### src/rtl/ps2_keys_pkg.sv
// Shared PS/2 key constants and receive-frame state encoding.
// Also consumed by the glyph mask producer for its key handling.
package ps2_keys_pkg;

    localparam int unsigned CODE_W = 8;

    localparam logic [CODE_W-1:0] KEY_I     = 8'h43;
    localparam logic [CODE_W-1:0] KEY_K     = 8'h42;
    localparam logic [CODE_W-1:0] KEY_J     = 8'h3B;
    localparam logic [CODE_W-1:0] KEY_L     = 8'h4B;
    localparam logic [CODE_W-1:0] KEY_F     = 8'h2B;
    localparam logic [CODE_W-1:0] KEY_Q     = 8'h15;
    localparam logic [CODE_W-1:0] KEY_H     = 8'h33;
    localparam logic [CODE_W-1:0] KEY_X     = 8'h22;
    localparam logic [CODE_W-1:0] PS2_BREAK = 8'hF0;
    localparam logic [CODE_W-1:0] PS2_EXT   = 8'hE0;

    typedef enum logic [1:0] {
        RX_IDLE,
        RX_DATA,
        RX_PARITY,
        RX_STOP
    } rx_state_t;

    // I/J/K/L step the glyph offset rather than selecting a glyph
    function automatic logic is_move_key(input logic [CODE_W-1:0] code);
        return (code == KEY_I) || (code == KEY_K) || (code == KEY_J) || (code == KEY_L);
    endfunction

endpackage

### src/rtl/ps2_frame_rx.sv
// PS/2 frame receiver: line synchronisers, falling-edge detect, 11-bit frame FSM,
// odd-parity/stop check and mid-frame stall watchdog.
module ps2_frame_rx
    import ps2_keys_pkg::*;
#(
    parameter int unsigned TIMEOUT_CYCLES = 2500,
    parameter int unsigned SYNC_STAGES    = 2
) (
    input  logic              Pixelclock,
    input  logic              reset,
    input  logic              ps2_clk,
    input  logic              ps2_data,
    output logic [CODE_W-1:0] code,
    output logic              code_valid,
    output logic              frame_err
);

    localparam int unsigned WD_W  = $clog2(TIMEOUT_CYCLES + 1);
    localparam int unsigned BIT_W = 3;

    logic [SYNC_STAGES-1:0] clk_sync;
    logic [SYNC_STAGES-1:0] data_sync;
    logic                   clk_prev;
    logic                   clk_s;
    logic                   data_s;
    logic                   fall;

    rx_state_t         state;
    rx_state_t         state_next;
    logic [BIT_W-1:0]  bit_cnt;
    logic [BIT_W-1:0]  bit_cnt_next;
    logic [CODE_W-1:0] shift;
    logic [CODE_W-1:0] shift_next;
    logic              parity;
    logic              parity_next;
    logic [WD_W-1:0]   wd_cnt;
    logic [WD_W-1:0]   wd_cnt_next;

    assign clk_s  = clk_sync[SYNC_STAGES-1];
    assign data_s = data_sync[SYNC_STAGES-1];
    assign fall   = clk_prev & ~clk_s;
    assign code   = shift;

    // Synchronisers reset to the idle-high bus level so release cannot fake an edge
    always_ff @(posedge Pixelclock or negedge reset) begin
        if (!reset) begin
            clk_sync  <= '1;
            data_sync <= '1;
            clk_prev  <= 1'b1;
        end else begin
            clk_sync  <= {clk_sync[SYNC_STAGES-2:0], ps2_clk};
            data_sync <= {data_sync[SYNC_STAGES-2:0], ps2_data};
            clk_prev  <= clk_s;
        end
    end

    always_ff @(posedge Pixelclock or negedge reset) begin
        if (!reset) begin
            state   <= RX_IDLE;
            bit_cnt <= '0;
            shift   <= '0;
            parity  <= 1'b0;
            wd_cnt  <= '0;
        end else begin
            state   <= state_next;
            bit_cnt <= bit_cnt_next;
            shift   <= shift_next;
            parity  <= parity_next;
            wd_cnt  <= wd_cnt_next;
        end
    end

    // code_valid/frame_err are asserted in the stop-edge cycle itself
    always_comb begin
        state_next   = state;
        bit_cnt_next = bit_cnt;
        shift_next   = shift;
        parity_next  = parity;
        wd_cnt_next  = wd_cnt;
        code_valid   = 1'b0;
        frame_err    = 1'b0;

        if (state != RX_IDLE) begin
            wd_cnt_next = wd_cnt + WD_W'(1);
        end

        if (fall) begin
            wd_cnt_next = '0;
            case (state)
                RX_IDLE: begin
                    if (!data_s) begin
                        state_next   = RX_DATA;
                        bit_cnt_next = '0;
                    end
                end
                RX_DATA: begin
                    shift_next   = {data_s, shift[CODE_W-1:1]};
                    bit_cnt_next = bit_cnt + BIT_W'(1);
                    if (bit_cnt == BIT_W'(CODE_W - 1)) begin
                        state_next = RX_PARITY;
                    end
                end
                RX_PARITY: begin
                    parity_next = data_s;
                    state_next  = RX_STOP;
                end
                RX_STOP: begin
                    if ((^{shift, parity}) && data_s) begin
                        code_valid = 1'b1;
                    end else begin
                        frame_err = 1'b1;
                    end
                    state_next = RX_IDLE;
                end
                default: state_next = RX_IDLE;
            endcase
        end else if ((state != RX_IDLE) && (wd_cnt == WD_W'(TIMEOUT_CYCLES - 1))) begin
            // Stalled mid-frame: drop the partial frame silently
            state_next   = RX_IDLE;
            shift_next   = '0;
            bit_cnt_next = '0;
            wd_cnt_next  = '0;
        end
    end

endmodule

### src/rtl/ps2_scan_decoder.sv
// PS/2 scan decoder: tracks break/extended prefixes and turns accepted make codes
// into the character plus char_check/move_check strobes for the mask producer.
module ps2_scan_decoder
    import ps2_keys_pkg::*;
#(
    parameter int unsigned TIMEOUT_CYCLES = 2500,
    parameter int unsigned SYNC_STAGES    = 2
) (
    input  logic              Pixelclock,
    input  logic              reset,
    input  logic              ps2_clk,
    input  logic              ps2_data,
    output logic [CODE_W-1:0] character,
    output logic              char_check,
    output logic              move_check,
    output logic              frame_err
);

    logic [CODE_W-1:0] rx_code;
    logic              rx_valid;
    logic              rx_err;

    logic              brk_pending;
    logic              brk_pending_next;
    logic              ext_pending;
    logic              ext_pending_next;
    logic [CODE_W-1:0] character_next;
    logic              char_check_next;
    logic              move_check_next;
    logic              frame_err_next;

    ps2_frame_rx #(
        .TIMEOUT_CYCLES(TIMEOUT_CYCLES),
        .SYNC_STAGES   (SYNC_STAGES)
    ) u_frame_rx (
        .Pixelclock(Pixelclock),
        .reset     (reset),
        .ps2_clk   (ps2_clk),
        .ps2_data  (ps2_data),
        .code      (rx_code),
        .code_valid(rx_valid),
        .frame_err (rx_err)
    );

    // Prefix tracking; extended makes strobe exactly like plain ones
    always_comb begin
        brk_pending_next = brk_pending;
        ext_pending_next = ext_pending;
        character_next   = character;
        char_check_next  = 1'b0;
        move_check_next  = 1'b0;
        frame_err_next   = rx_err;

        if (rx_valid) begin
            if (rx_code == PS2_EXT) begin
                ext_pending_next = 1'b1;
            end else if (rx_code == PS2_BREAK) begin
                brk_pending_next = 1'b1;
            end else if (brk_pending) begin
                brk_pending_next = 1'b0;
                ext_pending_next = 1'b0;
            end else begin
                character_next   = rx_code;
                ext_pending_next = 1'b0;
                if (is_move_key(rx_code)) begin
                    move_check_next = 1'b1;
                end else begin
                    char_check_next = 1'b1;
                end
            end
        end
    end

    always_ff @(posedge Pixelclock or negedge reset) begin
        if (!reset) begin
            brk_pending <= 1'b0;
            ext_pending <= 1'b0;
            character   <= '0;
            char_check  <= 1'b0;
            move_check  <= 1'b0;
            frame_err   <= 1'b0;
        end else begin
            brk_pending <= brk_pending_next;
            ext_pending <= ext_pending_next;
            character   <= character_next;
            char_check  <= char_check_next;
            move_check  <= move_check_next;
            frame_err   <= frame_err_next;
        end
    end

endmodule

### config.mk
export PLATFORM = sky130hd
export DESIGN_NAME = ps2_scan_decoder
export DESIGN_NICKNAME = d
export VERILOG_FILES = /design/src/rtl/ps2_keys_pkg.sv /design/src/rtl/ps2_frame_rx.sv /design/src/rtl/ps2_scan_decoder.sv
export SDC_FILE = /design/constraint.sdc
export NUM_CORES = 1
export LEC_CHECK = 0
export CORE_ASPECT_RATIO = 0.7
export CORE_MARGIN = 2
export CORE_UTILIZATION = 52
export CTS_CLUSTER_SIZE = 40
export DETAILED_ROUTE_END_ITERATION = 10
export PLACE_DENSITY = 0.84
export SYNTH_ARGS = -nofsm -noshare
export SYNTH_HDL_FRONTEND = slang
export SYNTH_HIERARCHICAL = 1
export SYNTH_SLANG_ARGS = --single-unit
### constraint.sdc
create_clock -name Pixelclock -period 2 [get_ports Pixelclock]
set_input_delay 0.3 -clock Pixelclock [delete_from_list [all_inputs] [get_ports Pixelclock]]
set_output_delay 0.3 -clock Pixelclock [all_outputs]
set_load 0.05 [all_outputs]
* Yosys cells after proc, flatten, opt, wreduce, memory -nomap -nowiden
Cells that the tools add are included.
Storage, ports and cells: register bits after elaboration 43, memory bits (read-only) 0, bits in latches 0, RAM bits 0, memories kept 0
Cells by class: add/sub/neg operators 2, shifts and indexed selects 0, muxes and demuxes 32, reductions and logical operators 16, divide/modulo/power cells 0, order comparisons 0, bitwise logic cells 5, $mul 0, equality and inequality tests 15
Operators with widths (count):
- 2-to-1 mux 12 bit | 3
- == test 8 x 7 -> 1 bit, second input constant | 3
- 2-to-1 mux 8 bit | 3
- 2-to-1 mux 1 bit | 17
- == test 8 bit, second input constant | 2
- adder 12 x 1 -> 12 bit, second input constant | 1
- == test 12 bit, second input constant | 1
- 2-to-1 mux 3 bit | 3
- != test 3 bit, second input constant | 3
- XOR reduction 9 bit | 1
- == test 8 x 6 -> 1 bit, second input constant | 1
- 2-to-1 mux 2 bit | 4
- one-hot mux 2 bit (4 select lines) | 1
- one-hot mux 3 bit (2 select lines) | 1
- AND reduction 2 bit | 3
- AND reduction 3 bit | 2
- == test 2 bit, second input constant | 2
- inverter 1 bit | 4
- AND reduction 4 bit | 1
- nonzero test 2 bit | 2
- adder 3 x 1 -> 3 bit, second input constant | 1
- == test 3 bit, second input constant | 1
- logical OR 1 bit | 3
- nonzero test 3 bit | 1
- 5 further kinds | 6

* Longest topological paths before layout
word-level depth 9, mapped depth 8, mapped depth without buffers 7

* Cells and area by module
Netlist, hierarchy kept.
By module, submodules not included:
- ps2_frame_rx | sequential area each 782.0 um2, instances 1, area each 1615.3 um2, cells each 145
- ps2_scan_decoder | sequential area each 300.3 um2, instances 1, area each 506.7 um2, cells each 38

* Least setup slack after synthesis
OpenSTA, ideal clock, no wires.
path type flip-flop to flip-flop, from register u_frame_rx.shift[4] (netlist: u_frame_rx/code[4]), to register character[4], stages on the path, launching flop included 9, library setup time 0.125 ns, period minus slack after synthesis 2.184 ns, arrival time 2.059 ns, setup slack -0.184 ns, data required time 1.875 ns, path buffers 1, cells stage by stage dfrtp_1 xor2_1 xnor3_1 mux2i_1 and3_1 nand2b_1 a31o_1 buf_6 mux2_4
Between the ends: longest elaborated chain between the ends 6, elaborated cells between the ends (all ways) 10, classes of those cells 2 x eq/ne; 3 x mux; 2 x bitwise; 3 x reduce/logical
Ends and longest elaborated chain:
- start: declaration | line ps2_frame_rx.sv:32 | logic [CODE_W-1:0] shift;
- start signal: assignment | line ps2_frame_rx.sv:67 | shift <= shift_next;
- XOR reduction 9 bit | line ps2_frame_rx.sv:108 | if ((^{shift, parity}) && data_s) begin
- logical AND 1 bit | line ps2_frame_rx.sv:108
- 2-to-1 mux 1 bit | line ps2_frame_rx.sv:108
- 2-to-1 mux 1 bit | line ps2_frame_rx.sv:89 | case (state)
- 2-to-1 mux 1 bit | line ps2_frame_rx.sv:87 | if (fall) begin
- named net rx_valid | line ps2_scan_decoder.sv:20 | logic rx_valid;
- AND reduction 4 bit (no line)
- end signal: assignment | line ps2_scan_decoder.sv:85 | character <= character_next;
- end: declaration | line ps2_scan_decoder.sv:13 | output logic [CODE_W-1:0] character,
The timed path passes the listed nets, and every way through them passes these cells. A chain may end at the register's enable or synchronous reset.

* Final worst setup path
from register u_frame_rx.shift[2] (netlist: u_frame_rx/code[2]), to register character[1]
Same word-level chain as after synthesis.

==> impl_metrics.yaml <==
timing:
  holdWs_ps: 55.9
  clock_skew_ps: 7.90
  rsz0062_at_grt: "true"
  worst_slack_ps: -190
  fin_tns_setup_ps: -1450
  hold_violations: 0
  finalCritPeriodShare_pct: 110
  drv_slew: 0
  maxSlewHeadroom_pct: 65.2
  worstMarginPinSlew_ps: 522
  period_needed_ps: 2190
  max_freq_mhz: 457
  report.final.setup_viol: 9
routing:
  drt_first_iter_violations: 129
  routed-via-count: 1569
  avgRoutedWirePerCell_um: 16.0
  wl_mm: 4.37
  ant_nets: 0
  via_per_inst: 5.75
  drc: 0
  firstDrtPassIters: 4
clock_tree:
  cts_buffers: 5
  cts_max_level: 2
  clk_latency_ps: 300
  cts_buffer_depth: 2
  cts_sinks: 43
  clockRootBuffer: "clkbuf_8"
  cts_tree: "built"
  clkSlewWorstSetupHoldPaths_ps: 80
grt:
  grt_util_all_layers_pct: 21.2
  grt_pass1_vias: 1520
  overflow: 0
  antenna_found_initial: 0
  grt_max_degree: 44
  grt_pass1_wl_mm: 7.31
finish:
  antennaDiodeCount: 0
  final_layout_size_suffix_gt1_share_pct: 23.1
  area_growth_pct: 23.2
  final_cell_mix: "dfrtp_1 (38), buf_4 (21), a22o_1 (15), nor2_1 (14)"
  nNetsFinal: 232
  final_cell_count_no_fill: 273
  final_common_cell: "dfrtp_1"
  fin_util_pct: 66.7
placed_design:
  dp.cells: 261
  gp_congestion: 0.812
  place.port_buffers: 14
  dp_hpwl_mm: 2.99
synthesis:
  yosysSeqAreaShare_pct: 51.0
  synth_cell_types: 52
  synth_flop_cell: "dfrtp_1"
  yosys_register_bits: 43
  synth-async-reset-ratio_pct: 100
  syn_area_per_cell_um2: 11.6
  synth_edf_count: 0
  yosys_warnings: 6
  syn_inst: 183
  yosys-top-cells-area: "dfrtp_1 (45%), a22o_1 (6.2%), dfstp_2 (6.2%)"
  synth_top_area_share_pct: 44.8
  yosysTopAreaCell: "dfrtp_1"
  syn_area_mm2: 0.00212
  synth_nets: 195
die:
  initial_utilization_pct: 54.1
  die_width_um: 80.4
  die_y_um: 57.4
  rows: 19
  core_area_mm2: 0.00392
  fp.dieArea_mm2: 0.00462
  io_pins: 15
outcome:
  status: "finished with violations"
  failed_checks: "negative setup slack"
critical_path:
  cp.arrival_ps: 2370
  crit_path_end_kind: "register"
  cpPeakStageDelay_ps: 430
  cp_slowest_cell: "xnor3_1"
  cp-start-kind: "register"
  crit_chain: "xnor2_1, xnor3_1, mux2i_1, and3_1, nand2b_1, buf_4, a31o_4, a22o_1"
  path_class: "reg -> reg"
  crit_required_ps: 2180
  path_max_fanout: 4
job:
  cap_violations: 0
power:
  p_per_area_mw_per_mm2: 1130
  p_leak_nw: 1.21
  total_power_mw: 2.94
  ir_drop_uv: 655
min_path:
  hp-class: "in -> async"
[state kept, by name, summed over array words and instances, names as in the netlist]
| name | cells |
|---|---|
| brk_pending | 1 |
| frame_err | 1 |
| u_frame_rx/data_sync | 2 |
| u_frame_rx/clk_prev | 1 |
| character | 8 |
| u_frame_rx/code | 8 |
| u_frame_rx/wd_cnt | 12 |
| move_check | 1 |
| u_frame_rx/clk_sync | 2 |
| u_frame_rx/state | 2 |
| u_frame_rx/parity | 1 |
| char_check | 1 |
| u_frame_rx/bit_cnt | 3 |
[area by class of cell]
cell class | count | area, um2
fill | 292 | 1310
sequential | 43 | 1080
multi-input combinational | 126 | 1020
timing repair buffer | 35 | 293
clock buffer | 6 | 82.6
tap | 52 | 65.1
clock inverter | 2 | 35.0
inverter | 9 | 33.8
[power by group]
part           internal (mW)  switching, mW
Combinational          0.514          0.602
Clock                  0.404          0.287
Sequential              1.01          0.125
Total                   1.93           1.02
[synth_stat cells (all sizes together), types with 2 or more instances]
cell type	n
and3	2
xnor3	2
mux2i	3
o31ai	3
clkbuf	2
dfrtp	38
nand2	13
dfstp	5
mux2	5
nand3	5
and4bb	2
a22o	15
xnor2	6
a211oi	3
nor2	14
ha	8
xor2	4
nor4	2
o21ba	2
or4	2
nor2b	4
nand2b	3
nor3	2
o21ai	5
buf	4
a21oi	5
inv	9
[stage by stage]
stage / setup slack (ps) / area, um2
finish: -190 / 2620
global route: -267 / 2620
CTS: -153 / 2560
detailed placement: -204 / 2420
global placement: -160 / 2420
floorplan: -162 / 2120
[layer usage]
layer	part of all wire (%)	track usage (%)	routed length [um]	vias to the layer above
met5	0	0	0	-
met4	0.55	7.75	24	0
met3	6.5	5.54	283	4
met2	46	30.2	1990	54
met1	47	31.4	2070	777
li1	-	-	-	734
[critical path, delay by kind of cell (launching register included)]
family,cells,cell delay [ps]
flops,1,400
compound gates,2,410
simple gates,2,320
mux,1,190
xor+xnor,2,610
buf+inv,1,160
[final timing paths]
path                                         startpoint  slack [ps]                       to  cells past startpoint
worst min register to register  u_frame_rx/data_sync[0]         360  u_frame_rx/data_sync[1]                      0
worst max register to register       u_frame_rx/code[2]        -190             character[1]                      8
worst min-delay path                              reset          60     u_frame_rx/wd_cnt[7]                      2
min in group Pixelclock         u_frame_rx/data_sync[0]         360  u_frame_rx/data_sync[1]                      0
worst max-delay path                 u_frame_rx/code[2]        -190             character[1]                      8
max in group asynchronous                         reset        1580               char_check                      2
[timing repair]
action,in CTS,in global routing
hold buffers,0,0
pin swaps,0,5
gates resized for setup,3,6
cloned,0,1
endpoints found under the setup margin,9,12
buffers inserted,0,4
endpoints found under the hold margin,0,0
[logic make-up (layout without fill, tap and decap cells)]
group | Yosys count | count (layout) | synth area share [%]
compound gates | 44 | 45 | 16.6
xor+xnor | 12 | 12 | 6.25
fa+ha+maj | 8 | 8 | 4.72
buf+inv | 15 | 52 | 3.12
flops | 43 | 43 | 51.0
mux | 8 | 8 | 4.60
simple gates | 53 | 53 | 13.7
No activity file was read; power rests on OpenSTA's default activity.
